===== src/rtl/axis_exp_adc_responder_pkg.sv =====
// Constants shared with the host-side ADC controller: device modes, register
// frame framing and the frame-tracking states of the responder.
package exp_adc_pkg;

   typedef enum logic {
      MODE_CONV = 1'b0,
      MODE_REG  = 1'b1
   } adc_mode_t;

   localparam logic [23:0] EXIT_WORD      = {1'b1, 15'h0014, 8'h01};
   localparam logic [2:0]  REG_HEADER     = 3'b101;
   localparam int          REG_FRAME_BITS = 24;

   typedef enum logic [1:0] {
      ST_DISARMED = 2'd0,
      ST_IDLE     = 2'd1,
      ST_CONV     = 2'd2,
      ST_REG      = 2'd3
   } frame_state_t;

endpackage


===== src/rtl/axis_exp_adc_responder_if.sv =====
// AXI Stream channel. Handshake: a beat transfers on the rising aclk edge where
// tvalid and tready are both high; the master holds tdata stable while tvalid is high.
interface axis_exp_adc_responder_if #(
   parameter int DATA_W = 32
);
   logic [DATA_W-1:0] tdata;
   logic              tvalid;
   logic              tready;

   modport master (output tdata, output tvalid, input tready);
   modport slave  (input tdata, input tvalid, output tready);
endinterface


===== src/rtl/axis_exp_adc_responder_spi_pin_sync.sv =====
// Two-flop synchroniser for one SPI pin, with single-cycle rise/fall pulses
// derived from the synchronised level.
module spi_pin_sync (
   input  logic aclk,
   input  logic areset,
   input  logic pin,
   output logic level,
   output logic rise,
   output logic fall
);
   logic meta;
   logic sync;
   logic prev;

   // Clearing to 0 means a pin held low through reset shows no falling edge.
   always_ff @(posedge aclk) begin
      if (areset) begin
         meta <= 1'b0;
         sync <= 1'b0;
         prev <= 1'b0;
      end else begin
         meta <= pin;
         sync <= meta;
         prev <= sync;
      end
   end

   assign level = sync;
   assign rise  = sync & ~prev;
   assign fall  = ~sync & prev;
endmodule


===== src/rtl/axis_exp_adc_responder.sv =====
// Device end of the experiment ADC SPI link: shifts buffered conversion samples
// out on NUM_SDO lanes and captures 24-bit register writes onto an AXI Stream.
module axis_exp_adc_responder
   import exp_adc_pkg::*;
#(
   parameter int NUM_SDO    = 4,
   parameter int DATA_WIDTH = 32
) (
   input  logic                 aclk,
   input  logic                 areset,
   input  logic                 spi_csn,
   input  logic                 spi_sck,
   input  logic                 spi_sdi,
   output logic [NUM_SDO-1:0]   spi_sdo,
   axis_exp_adc_responder_if.slave  s_axis,
   axis_exp_adc_responder_if.master m_axis,
   output logic                 reg_mode,
   output logic                 underrun,
   output logic                 frame_err,
   output frame_state_t         dbg_state
);
   logic csn_lvl, csn_rise, csn_fall;
   logic sck_rise, sck_fall, sdi_lvl;
   logic unused_sck_lvl, unused_sdi_rise, unused_sdi_fall;

   spi_pin_sync u_sync_csn (
      .aclk(aclk), .areset(areset), .pin(spi_csn),
      .level(csn_lvl), .rise(csn_rise), .fall(csn_fall)
   );
   spi_pin_sync u_sync_sck (
      .aclk(aclk), .areset(areset), .pin(spi_sck),
      .level(unused_sck_lvl), .rise(sck_rise), .fall(sck_fall)
   );
   spi_pin_sync u_sync_sdi (
      .aclk(aclk), .areset(areset), .pin(spi_sdi),
      .level(sdi_lvl), .rise(unused_sdi_rise), .fall(unused_sdi_fall)
   );

   frame_state_t          state, state_next;
   adc_mode_t             mode;
   logic                  out_en;
   logic [DATA_WIDTH-1:0] buf_data, tx_sh, last_sample;
   logic                  buf_full;
   logic [23:0]           rx_sh, rx_next;
   logic [4:0]            bit_cnt, cnt_next;
   logic [31:0]           m_data;
   logic                  m_valid;
   logic                  frame_start, in_frame, conv_active, frame_close, m_empty;

   always_ff @(posedge aclk) begin
      if (areset) state <= ST_DISARMED;
      else        state <= state_next;
   end

   // DISARMED waits for CSn high so a frame running at reset release is skipped.
   always_comb begin
      state_next = state;
      case (state)
         ST_DISARMED: if (csn_lvl) state_next = ST_IDLE;
         ST_IDLE:     if (csn_fall) state_next = (mode == MODE_REG) ? ST_REG : ST_CONV;
         ST_CONV,
         ST_REG:      if (csn_rise) state_next = ST_IDLE;
         default:     state_next = ST_DISARMED;
      endcase
   end

   always_comb begin
      frame_start = 1'b0;
      in_frame    = 1'b0;
      conv_active = 1'b0;
      case (state)
         ST_IDLE: frame_start = csn_fall;
         ST_CONV: begin
            in_frame    = 1'b1;
            conv_active = 1'b1;
         end
         ST_REG:  in_frame = 1'b1;
         default: ;
      endcase
      spi_sdo = (conv_active && !csn_lvl) ? tx_sh[DATA_WIDTH-1 -: NUM_SDO] : '0;
   end

   assign frame_close = in_frame & csn_rise;
   assign m_empty     = ~m_valid | m_axis.tready;

   // A rising SCK in the closing cycle still lands before the frame is judged.
   always_comb begin
      rx_next  = rx_sh;
      cnt_next = bit_cnt;
      if (in_frame && sck_rise) begin
         rx_next = {rx_sh[22:0], sdi_lvl};
         if (bit_cnt != 5'd31) cnt_next = bit_cnt + 5'd1;
      end
   end

   always_ff @(posedge aclk) begin
      if (areset) begin
         mode        <= MODE_CONV;
         out_en      <= 1'b0;
         buf_data    <= '0;
         buf_full    <= 1'b0;
         tx_sh       <= '0;
         last_sample <= '0;
         rx_sh       <= '0;
         bit_cnt     <= '0;
         m_data      <= '0;
         m_valid     <= 1'b0;
         underrun    <= 1'b0;
         frame_err   <= 1'b0;
      end else begin
         out_en    <= 1'b1;
         underrun  <= 1'b0;
         frame_err <= 1'b0;

         if (s_axis.tvalid && s_axis.tready) begin
            buf_data <= s_axis.tdata;
            buf_full <= 1'b1;
         end
         if (m_axis.tvalid && m_axis.tready) m_valid <= 1'b0;

         if (frame_start) begin
            rx_sh   <= '0;
            bit_cnt <= '0;
            if (mode == MODE_CONV) begin
               if (buf_full) begin
                  tx_sh       <= buf_data;
                  last_sample <= buf_data;
                  buf_full    <= 1'b0;
               end else begin
                  tx_sh    <= last_sample;
                  underrun <= 1'b1;
               end
            end
         end else begin
            rx_sh   <= rx_next;
            bit_cnt <= cnt_next;
            if (conv_active && sck_fall && !csn_rise) tx_sh <= tx_sh << NUM_SDO;
         end

         if (frame_close) begin
            if (cnt_next == 5'(REG_FRAME_BITS)) begin
               if (m_empty) begin
                  m_data  <= {8'h00, rx_next};
                  m_valid <= 1'b1;
               end else begin
                  frame_err <= 1'b1;
               end
               if (rx_next[23:21] == REG_HEADER)
                  mode <= MODE_REG;
               else if (mode == MODE_REG && rx_next == EXIT_WORD)
                  mode <= MODE_CONV;
            end else if (cnt_next != 5'd0 && mode == MODE_REG) begin
               frame_err <= 1'b1;
            end
         end
      end
   end

   assign s_axis.tready = out_en & ~buf_full;
   assign m_axis.tdata  = m_data;
   assign m_axis.tvalid = m_valid;
   assign reg_mode      = (mode == MODE_REG);
   assign dbg_state     = state;
endmodule


===== src/flat_wrapper.sv =====
// flat-port wrapper written by rule: the top's interface ports become plain ports
module axis_exp_adc_responder_flat import exp_adc_pkg::*;
#(
   parameter int NUM_SDO    = 4,
   parameter int DATA_WIDTH = 32
)
  (aclk, areset, spi_csn, spi_sck, spi_sdi, spi_sdo, reg_mode, underrun, frame_err, dbg_state, s_axis_tdata, s_axis_tvalid, s_axis_tready, m_axis_tdata, m_axis_tvalid, m_axis_tready);
  axis_exp_adc_responder_if #(.DATA_W(32)) s_axis_i ();
  axis_exp_adc_responder_if #(.DATA_W(32)) m_axis_i ();
  input  logic aclk;
  input  logic areset;
  input  logic spi_csn;
  input  logic spi_sck;
  input  logic spi_sdi;
  output logic [NUM_SDO-1:0] spi_sdo;
  output logic reg_mode;
  output logic underrun;
  output logic frame_err;
  output frame_state_t dbg_state;
  input wire logic [$bits(s_axis_i.tdata)-1:0] s_axis_tdata;
  input wire logic [$bits(s_axis_i.tvalid)-1:0] s_axis_tvalid;
  output wire logic [$bits(s_axis_i.tready)-1:0] s_axis_tready;
  output wire logic [$bits(m_axis_i.tdata)-1:0] m_axis_tdata;
  output wire logic [$bits(m_axis_i.tvalid)-1:0] m_axis_tvalid;
  input wire logic [$bits(m_axis_i.tready)-1:0] m_axis_tready;
  assign s_axis_i.tdata = s_axis_tdata;
  assign s_axis_i.tvalid = s_axis_tvalid;
  assign s_axis_tready = s_axis_i.tready;
  assign m_axis_tdata = m_axis_i.tdata;
  assign m_axis_tvalid = m_axis_i.tvalid;
  assign m_axis_i.tready = m_axis_tready;
  axis_exp_adc_responder #(.NUM_SDO(NUM_SDO), .DATA_WIDTH(DATA_WIDTH)) u_core (.aclk(aclk), .areset(areset), .spi_csn(spi_csn), .spi_sck(spi_sck), .spi_sdi(spi_sdi), .spi_sdo(spi_sdo), .s_axis(s_axis_i), .m_axis(m_axis_i), .reg_mode(reg_mode), .underrun(underrun), .frame_err(frame_err), .dbg_state(dbg_state));
endmodule

===== config.mk =====
export PLATFORM = sky130hd
export DESIGN_NAME = axis_exp_adc_responder_flat
export DESIGN_NICKNAME = d
export VERILOG_FILES = /design/src/rtl/axis_exp_adc_responder_pkg.sv /design/src/rtl/axis_exp_adc_responder_if.sv /design/src/rtl/axis_exp_adc_responder_spi_pin_sync.sv /design/src/rtl/axis_exp_adc_responder.sv /design/src/flat_wrapper.sv
export SDC_FILE = /design/constraint.sdc
export NUM_CORES = 1
export LEC_CHECK = 0
export CAP_MARGIN = 20
export CORE_AREA = 2 2 170 172
export CTS_CLUSTER_DIAMETER = 60
export DETAILED_ROUTE_END_ITERATION = 10
export DIE_AREA = 0 0 172 174
export PLACE_DENSITY_LB_ADDON = 0.25
export SKIP_CTS_REPAIR_TIMING = 1
export SYNTH_ARGS = -nofsm -noshare
export SYNTH_HDL_FRONTEND = slang
export SYNTH_SLANG_ARGS = --single-unit

===== constraint.sdc =====
create_clock -name aclk -period 4.45 [get_ports aclk]
set_input_delay 0.89 -clock aclk [delete_from_list [all_inputs] [get_ports aclk]]
set_output_delay 0.89 -clock aclk [all_outputs]
set_load 0.01 [all_outputs]

# Word-level counts from Yosys, hierarchy flattened
# Cells that the tools add are included.
dict set report totals {
  ff_bits 165
  inputBits 39
  out_inout_bits 43
  word_cells 103
}
dict set report op_classes {
  addsub 1
  eq_ne 11
  n_mux 31
  n_bitwise 16
  reduce_logical 23
}
# cell n
set ops {}
lappend ops {{$mux 32} 4}
lappend ops {{$eq 24x24->1 const B} 1}
lappend ops {{$mux 24} 1}
lappend ops {{$mux 1} 19}
lappend ops {{$mux 5} 2}
lappend ops {{$not 1->1} 9}
lappend ops {{$reduce_and 3->1} 3}
lappend ops {{$logic_and 1x1->1} 8}
lappend ops {{$and 1x1->1} 6}
lappend ops {{$mux 2} 3}
lappend ops {{$pmux 2 s3} 1}
lappend ops {{$reduce_or 2->1} 3}
lappend ops {{$add 5x1->5 const B} 1}
lappend ops {{$eq 5x5->1 const B} 1}
lappend ops {{$ne 5x5->1 const B} 1}
lappend ops {{$reduce_bool 5->1} 1}
lappend ops {{$eq 2x2->1 const B} 2}
lappend ops {{$mux 4} 1}
lappend ops {{$ne 2x1->1 const B} 2}
lappend ops {{$ne 2x2->1 const B} 2}
lappend ops {{$reduce_and 2->1} 2}
lappend ops {{$reduce_bool 2->1} 2}
lappend ops {{$eq 3x3->1 const B} 1}
lappend ops {{$reduce_or 3->1} 1}
lappend ops {{other kinds (4)} 5}

# Depth between registers and ports, before layout
dict set report depth {
  ltp_word 9
  ltp_mapped 8
  ltp_nobuf 6
}

# By module
# From an unflattened synthesis, not the netlist that was laid out.
dict set report unflattened {
  hier_cells 752
  hier_area_um2 6749.0
}
# mod instances cells_per_inst area_each_um2 seq_area_each_um2
set modules_own_cells {}
lappend modules_own_cells {axis_exp_adc_responder 1 728 6475.0 3143.0}
lappend modules_own_cells {spi_pin_sync 3 8 91.3 60.1}

# Worst setup path before layout
# OpenSTA, ideal clock, no wires.
dict set report synth_timing {
  path_kind {input to register}
  startpoint {input areset}
  endpoint {register u_core.tx_sh[10]}
  setup_ns 0.128
  arrival_time_ns 1.976
  t_required_ns 4.322
  path_slack_ns 2.347
  stages 5
  path_buffers 4
  cell_sequence {clkbuf_1 clkbuf_1 clkbuf_1 clkbuf_1 nor2_1}
}
# element line
set synth_lines {}
lappend synth_lines {{from (decl)} flat_wrapper.sv:11} ;# input logic areset;
lappend synth_lines {{to (signal assigned)} axis_exp_adc_responder.sv:126} ;# tx_sh <= buf_data;
lappend synth_lines {{to (signal assigned)} axis_exp_adc_responder.sv:130} ;# tx_sh <= last_sample;
lappend synth_lines {{to (signal assigned)} axis_exp_adc_responder.sv:137} ;# if (conv_active && sck_fall && !csn_rise) tx_sh <= tx_sh << NUM_SDO;
lappend synth_lines {{to (decl)} axis_exp_adc_responder.sv:42} ;# logic [DATA_WIDTH-1:0] buf_data, tx_sh, last_sample;
# No word-level cell between the ends.

# Final worst setup path
dict set report layout_timing {
  startpoint {register u_core.state[1], in the netlist u_core.dbg_state[1]}
  endpoint {output spi_sdo[0]}
}
dict set report layout_between {
  elab_chain_len 4
}
# element line
set layout_rtl {}
lappend layout_rtl {{from (decl)} axis_exp_adc_responder.sv:39} ;# frame_state_t state, state_next;
lappend layout_rtl {{from (signal assigned)} axis_exp_adc_responder.sv:52} ;# else state <= state_next;
lappend layout_rtl {{$eq 2x2->1} axis_exp_adc_responder.sv:71} ;# case (state)
lappend layout_rtl {{$mux 1} axis_exp_adc_responder.sv:71}
lappend layout_rtl {{$logic_and 1x1->1} axis_exp_adc_responder.sv:80} ;# spi_sdo = (conv_active && !csn_lvl) ? tx_sh[DATA_WIDTH-1 -: NUM_SDO] : '0;
lappend layout_rtl {{$mux 4} axis_exp_adc_responder.sv:80}
lappend layout_rtl {{to (decl)} flat_wrapper.sv:15} ;# output logic [NUM_SDO-1:0] spi_sdo;
# Every way passes these cells.

==> results.md <==
- Synth top area cells: dfxtp_1 48%, nor2_1 7.9%, mux2i_1 7.4%
- Fin crit share: 0.755
- Drt via density: ~4.3
- Gpl congestion: between 0.7 and 0.8
- Hold Crit Class: register to register
- Simple logic cell fraction of the synthesized area: 0.194
- Max stage delay on crit path: roughly 0.56 ns
- Pwr Density: ~360 nW/um^2
- Status: finished, final reports clean
- Root buffer cell: clkbuf_16
- Yosys warns: 0
- Via count: about 5200
- PortBufs: 73
- IO Pins: 82
- Clock latency on the worst-skew pair: 0.42 ns
- Clock buffer depth: 2
- TritonCTS buffer count: 17
- Final instance area: 8530 sq um
- Drt first-iter violations: 267
- RR Endpoint: u_core.m_axis.tdata[19]
- Final setup TNS: 0 ns
- Number of max-cap violations: 0
- Synth async-reset ratio: 0
- Slew HR: 0.258
- Share of the synthesized area in the top cell type: 0.476
- Setup crit end kind: output pin
- Detail Route Antenna Nets: 0
- Sequential Area: approximately 3300 sq um
- Vias in the first global route: between 4000 and 5000
- Multi-input gate area: ~3300 sq um
- Initial antenna violation count: 0
- Synth Area per Inst: about 9 sq um
- Cells along the critical path: inv_1 > nor3_1 > and2_1 > clkdlybuf4s50_1
- Hold Path Depth: 1
- RSZ-0062 raised after global routing: no
- Worst Max-Slew Pin Slew: ~1.1 ns
- GRT Total Usage: 0.110
- Layout cells sized above 1: 0.100
- Synth Area in Compound Gates: 0.143
- Critical path arrival: 2.47 ns
- CP required: 3.56 ns
- R2r startpoint: u_core.dbg_state[1]
- Post-synth EDFFs: 0
- Crit path time final: roughly 3.4 ns
- Top cells by count, synth: 165 x dfxtp_1, 147 x nor2_1, 78 x nand2_1, 70 x a21oi_1, 57 x a211oi_1
- Layout Nets: ~860
- N_diodes: 0
- WL final: 16.0 mm
- CP top delay family: simple AND/OR/NAND/NOR gates
- Fin Clk Skew: around 0.011 ns
- CTS tree: done
- IR drop worst, VDD: ~0.21 mV
- Top FF cell, synth: dfxtp_1
- Max Fclk: 0.298 GHz
- Sequential area share after synthesis: 0.476
- Final Hold Fails: 0
- Worst Setup Start Kind: register
- Synthesized cell area: approximately 6900 sq um
- First-pass GRT wire length: about 26 mm
- Final Util: 0.302
- #FFs+latches synth: about 170
- Synth area leader: dfxtp_1
- Fin. max-slew vios: 0
- Most common cell in the netlist: dfxtp_1
- Starting Density: 0.246
- Synth Instances: 773
- Largest family of logic cells by synthesized area: simple AND/OR/NAND/NOR gates
- R2R Setup Slk: 1.84 ns
- Placed cells: about 1200
- Xor and xnor area share after synthesis: 0.00126
- Synth Area in Adders: 0.00180
- Worst-case hold path end point: u_core.u_sync_sck.level
- Core area: roughly 28000 sq um
- Cell Area, Placed: slightly below 8000 sq um
- Largest net degree at the start of global routing: 94
- Leakage: roughly 0.0030 uW
- First-pass DRT Iterations: 4
- Die Y: between 150 and 200 um
- Final std cells w/o fill: 1212
- HPWL Detailed: roughly 10 mm
- DIE AREA: between 20000 and 30000 sq um
- Fill cell count: 2999
- CP max stage cell: clkdlybuf4s50_1
- CP Class: register to output pin
- GR Overflow Total: 0
- Multiplexer share of the synthesized area: 0.132
- Layout area overhead: 22.8%
- R2R depth: 6
- Worst min-delay path startpoint: u_core.u_sync_sck.meta
- H-tree level count: 4
- Die W: between 150 and 200 um
- Residual DRC: 0
- Routed len/inst: 13.2 um
- Crit-path max FO: 12
- Setup-failing EPs final: 0
- Distinct cell type count after synthesis: 51
- Hold_ws: 0.440 ns
- WP buf/inv: 2
- Floorplan row count: just over 60
- Worst-path clk slew: 0.07 ns
- Clock tree sinks: 165
[state kept, by name (all words and copies together), names as in the netlist, 2 cells and up]
name	flops
u_core.tx_sh	32
u_core.buf_data	32
u_core.m_axis.tdata	24
u_core.rx_sh	24
u_core.dbg_state	2
u_core.bit_cnt	5
u_core.last_sample	32
[logic make-up (layout without fill, tap and decap cells)]
group	count (synthesis)	after routing
flip-flops	165	165
adder cells (fa/ha/maj)	1	1
other	1	8
XOR/XNOR	1	1
buffers and inverters	73	121
AO/OA/AOI/OAI	154	154
multiplexers	80	80
AND/OR/NAND/NOR	298	298
[power by group]
part	total, uW	switching, uW	leakage, uW	internal, uW
registers	1510	13.7	0.00133	1500
clock network	1440	626	0.000279	809
logic	149	84.6	0.00140	64.5
[metrics by stage]
| stage | setup WS, ns | power (uW) |
|---|---|---|
| after floorplan | 2.35 | 1630 |
| after global placement | 1.39 | 1700 |
| after detailed placement | 1.37 | 1700 |
| after CTS | 0.907 | 3150 |
| after global routing | 0.879 | 3220 |
| final | 1.09 | 3100 |
[placed cells by master (no fill, tap or decap), types with 4 or more instances in the layout]
master,n
nand2_1,78
a31oi_1,5
nor2b_1,33
a211oi_1,57
buf_4,12
clkbuf_16,17
clkdlybuf4s50_1,72
clkinv_4,4
a22oi_1,4
nor2_1,147
conb_1,8
and2_1,5
mux2_2,8
a21oi_1,70
nand3_1,5
dfxtp_1,164
inv_1,5
mux2_4,21
nand3b_1,4
mux2i_1,51
[layout make-up]
cell class                      instances  area share
Sequential cell                       165       0.388
Multi-Input combinational cell        542       0.389
Inverter                                5     0.00220
Clock inverter                         11      0.0135
Timing Repair Buffer                   85      0.0974
Clock buffer                           20      0.0536
Tap cell                              384      0.0563
[routing by layer]
layer  track usage  vias to the layer above  part of all wire
li1              -                     2743                 -
met3        0.0237                       15             0.034
met5             0                        -                 0
met4        0.0347                        0             0.010
met1         0.156                     2389              0.52
met2         0.166                       92              0.44
[worst max-delay path by stage]
stage,cells after the start,to,startpoint
floorplan,5,u_core.tx_sh[10],areset
global placement,4,spi_sdo[0],u_core.dbg_state[1]
detailed placement,4,spi_sdo[0],u_core.dbg_state[1]
CTS,4,spi_sdo[0],u_core.dbg_state[1]
global route,4,spi_sdo[0],u_core.dbg_state[1]
finish,4,spi_sdo[0],u_core.dbg_state[1]
Power figures use the tool's default switching activity.
==> RTL edit: new RTL, same settings <==
Make the reset (`areset`) asynchronous in 3 clocked blocks.
--- a/src/rtl/axis_exp_adc_responder_spi_pin_sync.sv
+++ b/src/rtl/axis_exp_adc_responder_spi_pin_sync.sv
@@ -14,5 +14,5 @@
 
    // Clearing to 0 means a pin held low through reset shows no falling edge.
-   always_ff @(posedge aclk) begin
+   always_ff @(posedge aclk or posedge areset) begin
       if (areset) begin
          meta <= 1'b0;
--- a/src/rtl/axis_exp_adc_responder.sv
+++ b/src/rtl/axis_exp_adc_responder.sv
@@ -48,5 +48,5 @@
    logic                  frame_start, in_frame, conv_active, frame_close, m_empty;
 
-   always_ff @(posedge aclk) begin
+   always_ff @(posedge aclk or posedge areset) begin
       if (areset) state <= ST_DISARMED;
       else        state <= state_next;
@@ -94,5 +94,5 @@
    end
 
-   always_ff @(posedge aclk) begin
+   always_ff @(posedge aclk or posedge areset) begin
       if (areset) begin
          mode        <= MODE_CONV;
Behaviour: differs if areset is asserted again (counterexample within 4 cycles, from zero or initial values and one cycle with areset high); with areset held inactive, the same outputs for 10 cycles.
==> RTL edit against the unedited design <==
Wire length fell by 4.2%. Sequential cell count did not move. First-iteration DRC count fell by 18%. Final area rose by 6.9%. Worst setup slack got worse by 0.18 ns. Global-route usage fell by 0.34 points. Synthesized cell count fell by 21%. Count of clock-buffer cells in the layout fell by 2. Area after synthesis rose by 6.2%.
Power is not compared: it rests on default switching activity, and its combinational part moved more than twofold at a synthesized area within 25%.
==> RTL edit: results (changes against the unedited design) <==
* Outcome: finished clean (unchanged)
* Met2 Resource Use GR at 16.00% (was 16.58%)
* Crit-path max cell delay at 0.72 ns (was 0.56 ns)
* Routed met2 length at 6905 um (was 7026 um)
* DP Worst Slack at 1.335 ns (was 1.375 ns)
* Fraction of final layout cells with drive strength greater than 1 at 23.78% (was 10.02%)
* Xor and xnor fraction of the mapped netlist area at 0.1188% (was 0.1261%)
* Overall routed net length at 15330 um (was 16000 um)
* Max FO, Critical Path at 13 (was 12)
* Synth top area cells: dfrtp_1, mux2_2, mux2i_1 (was dfxtp_1, nor2_1, mux2i_1)
* Met1 Wirelength at 7704 um (was 8259 um)
* Proportion of synthesized area in mux cells at 23.48% (was 13.19%)
* Overall fraction of global-route tracks in use at 10.65% (was 10.99%)
* Global routing met1 resource utilization at 15.32% (was 15.57%)
* Compound-Gate Fraction of Synth Area at 6.345% (was 14.25%)
* Start point of the critical path: u_core.dbg_state[1] (unchanged)
* Arrival time at the worst endpoint at 2.65 ns (was 2.47 ns)
* Most instantiated flip-flop cell in the synthesis netlist: dfrtp_1 (was dfxtp_1)
* Met3 Usage GRT at 2.026% (was 2.368%)
* Pin slew with the least headroom to its limit at 0.8042 ns (was 1.113 ns)
* Initial drt markers at 219 (was 267)
* DPL Wire Length at 9768 um (was 10180 um)
* Vias in the first global route at 4629 (was 4919)
* Via count at 4717 (was 5239)
* Wire length of the first global-routing pass at 25060 um (was 26100 um)
RTL edit: cell count changes in the layout (fill, tap and decap cells not counted), sizes merged, moves of 16 or more:
cell | unedited run | this run
mux2 | 29 | 116
nor2b | 33 | 2
mux2i | 51 | 35
nor2 | 147 | 39
dfxtp | 165 | 0
a211oi | 57 | 2
dfrtp | 0 | 165
RTL edit: cells by family after synthesis:
kind of cell             count (synthesis)
other                                    2
multiplexers                           151
adder cells (fa/ha/maj)                  1
buffers and inverters                   49
AND/OR/NAND/NOR                        163
XOR/XNOR                                 1
AO/OA/AOI/OAI                           81
flip-flops                             165
RTL edit: path summary, 6_finish.rpt:
| path | to | slack, ns | depth (start not counted) |
|---|---|---|---|
| max | spi_sdo[0] | 0.91 | 3 |
| min | u_core.u_sync_sck.level | 0.35 | 0 |
| max reg2reg | u_core.m_axis.tdata[6] | 1.51 | 4 |
| min reg2reg | u_core.u_sync_sck.level | 0.35 | 0 |
| max in group asynchronous | u_core.rx_sh[5] | 3.14 | 3 |
| min in group asynchronous | u_core.tx_sh[31] | 0.94 | 3 |
RTL edit: cell type report:
| class | count | share of cell area, % |
|---|---|---|
| Sequential cell | 165 | 45.29 |
| Tap cell | 384 | 5.269 |
| Inverter | 8 | 0.3705 |
| Clock inverter | 14 | 1.770 |
| Clock buffer | 18 | 4.816 |
| Multi-Input combinational cell | 406 | 33.23 |
| Timing Repair Buffer | 83 | 9.248 |
RTL edit: stage by stage:
step           hold WS (ns)  utilization [%]  std cells
2_1_floorplan        0.3312                -        620
4_1_cts              0.3549            32.22       1077
5_1_grt              0.3580            32.29       1078
3_3_place_gp         0.3352            30.10       1045
6_report             0.3521            32.29       1078
3_5_place_dp         0.3385            30.10       1045
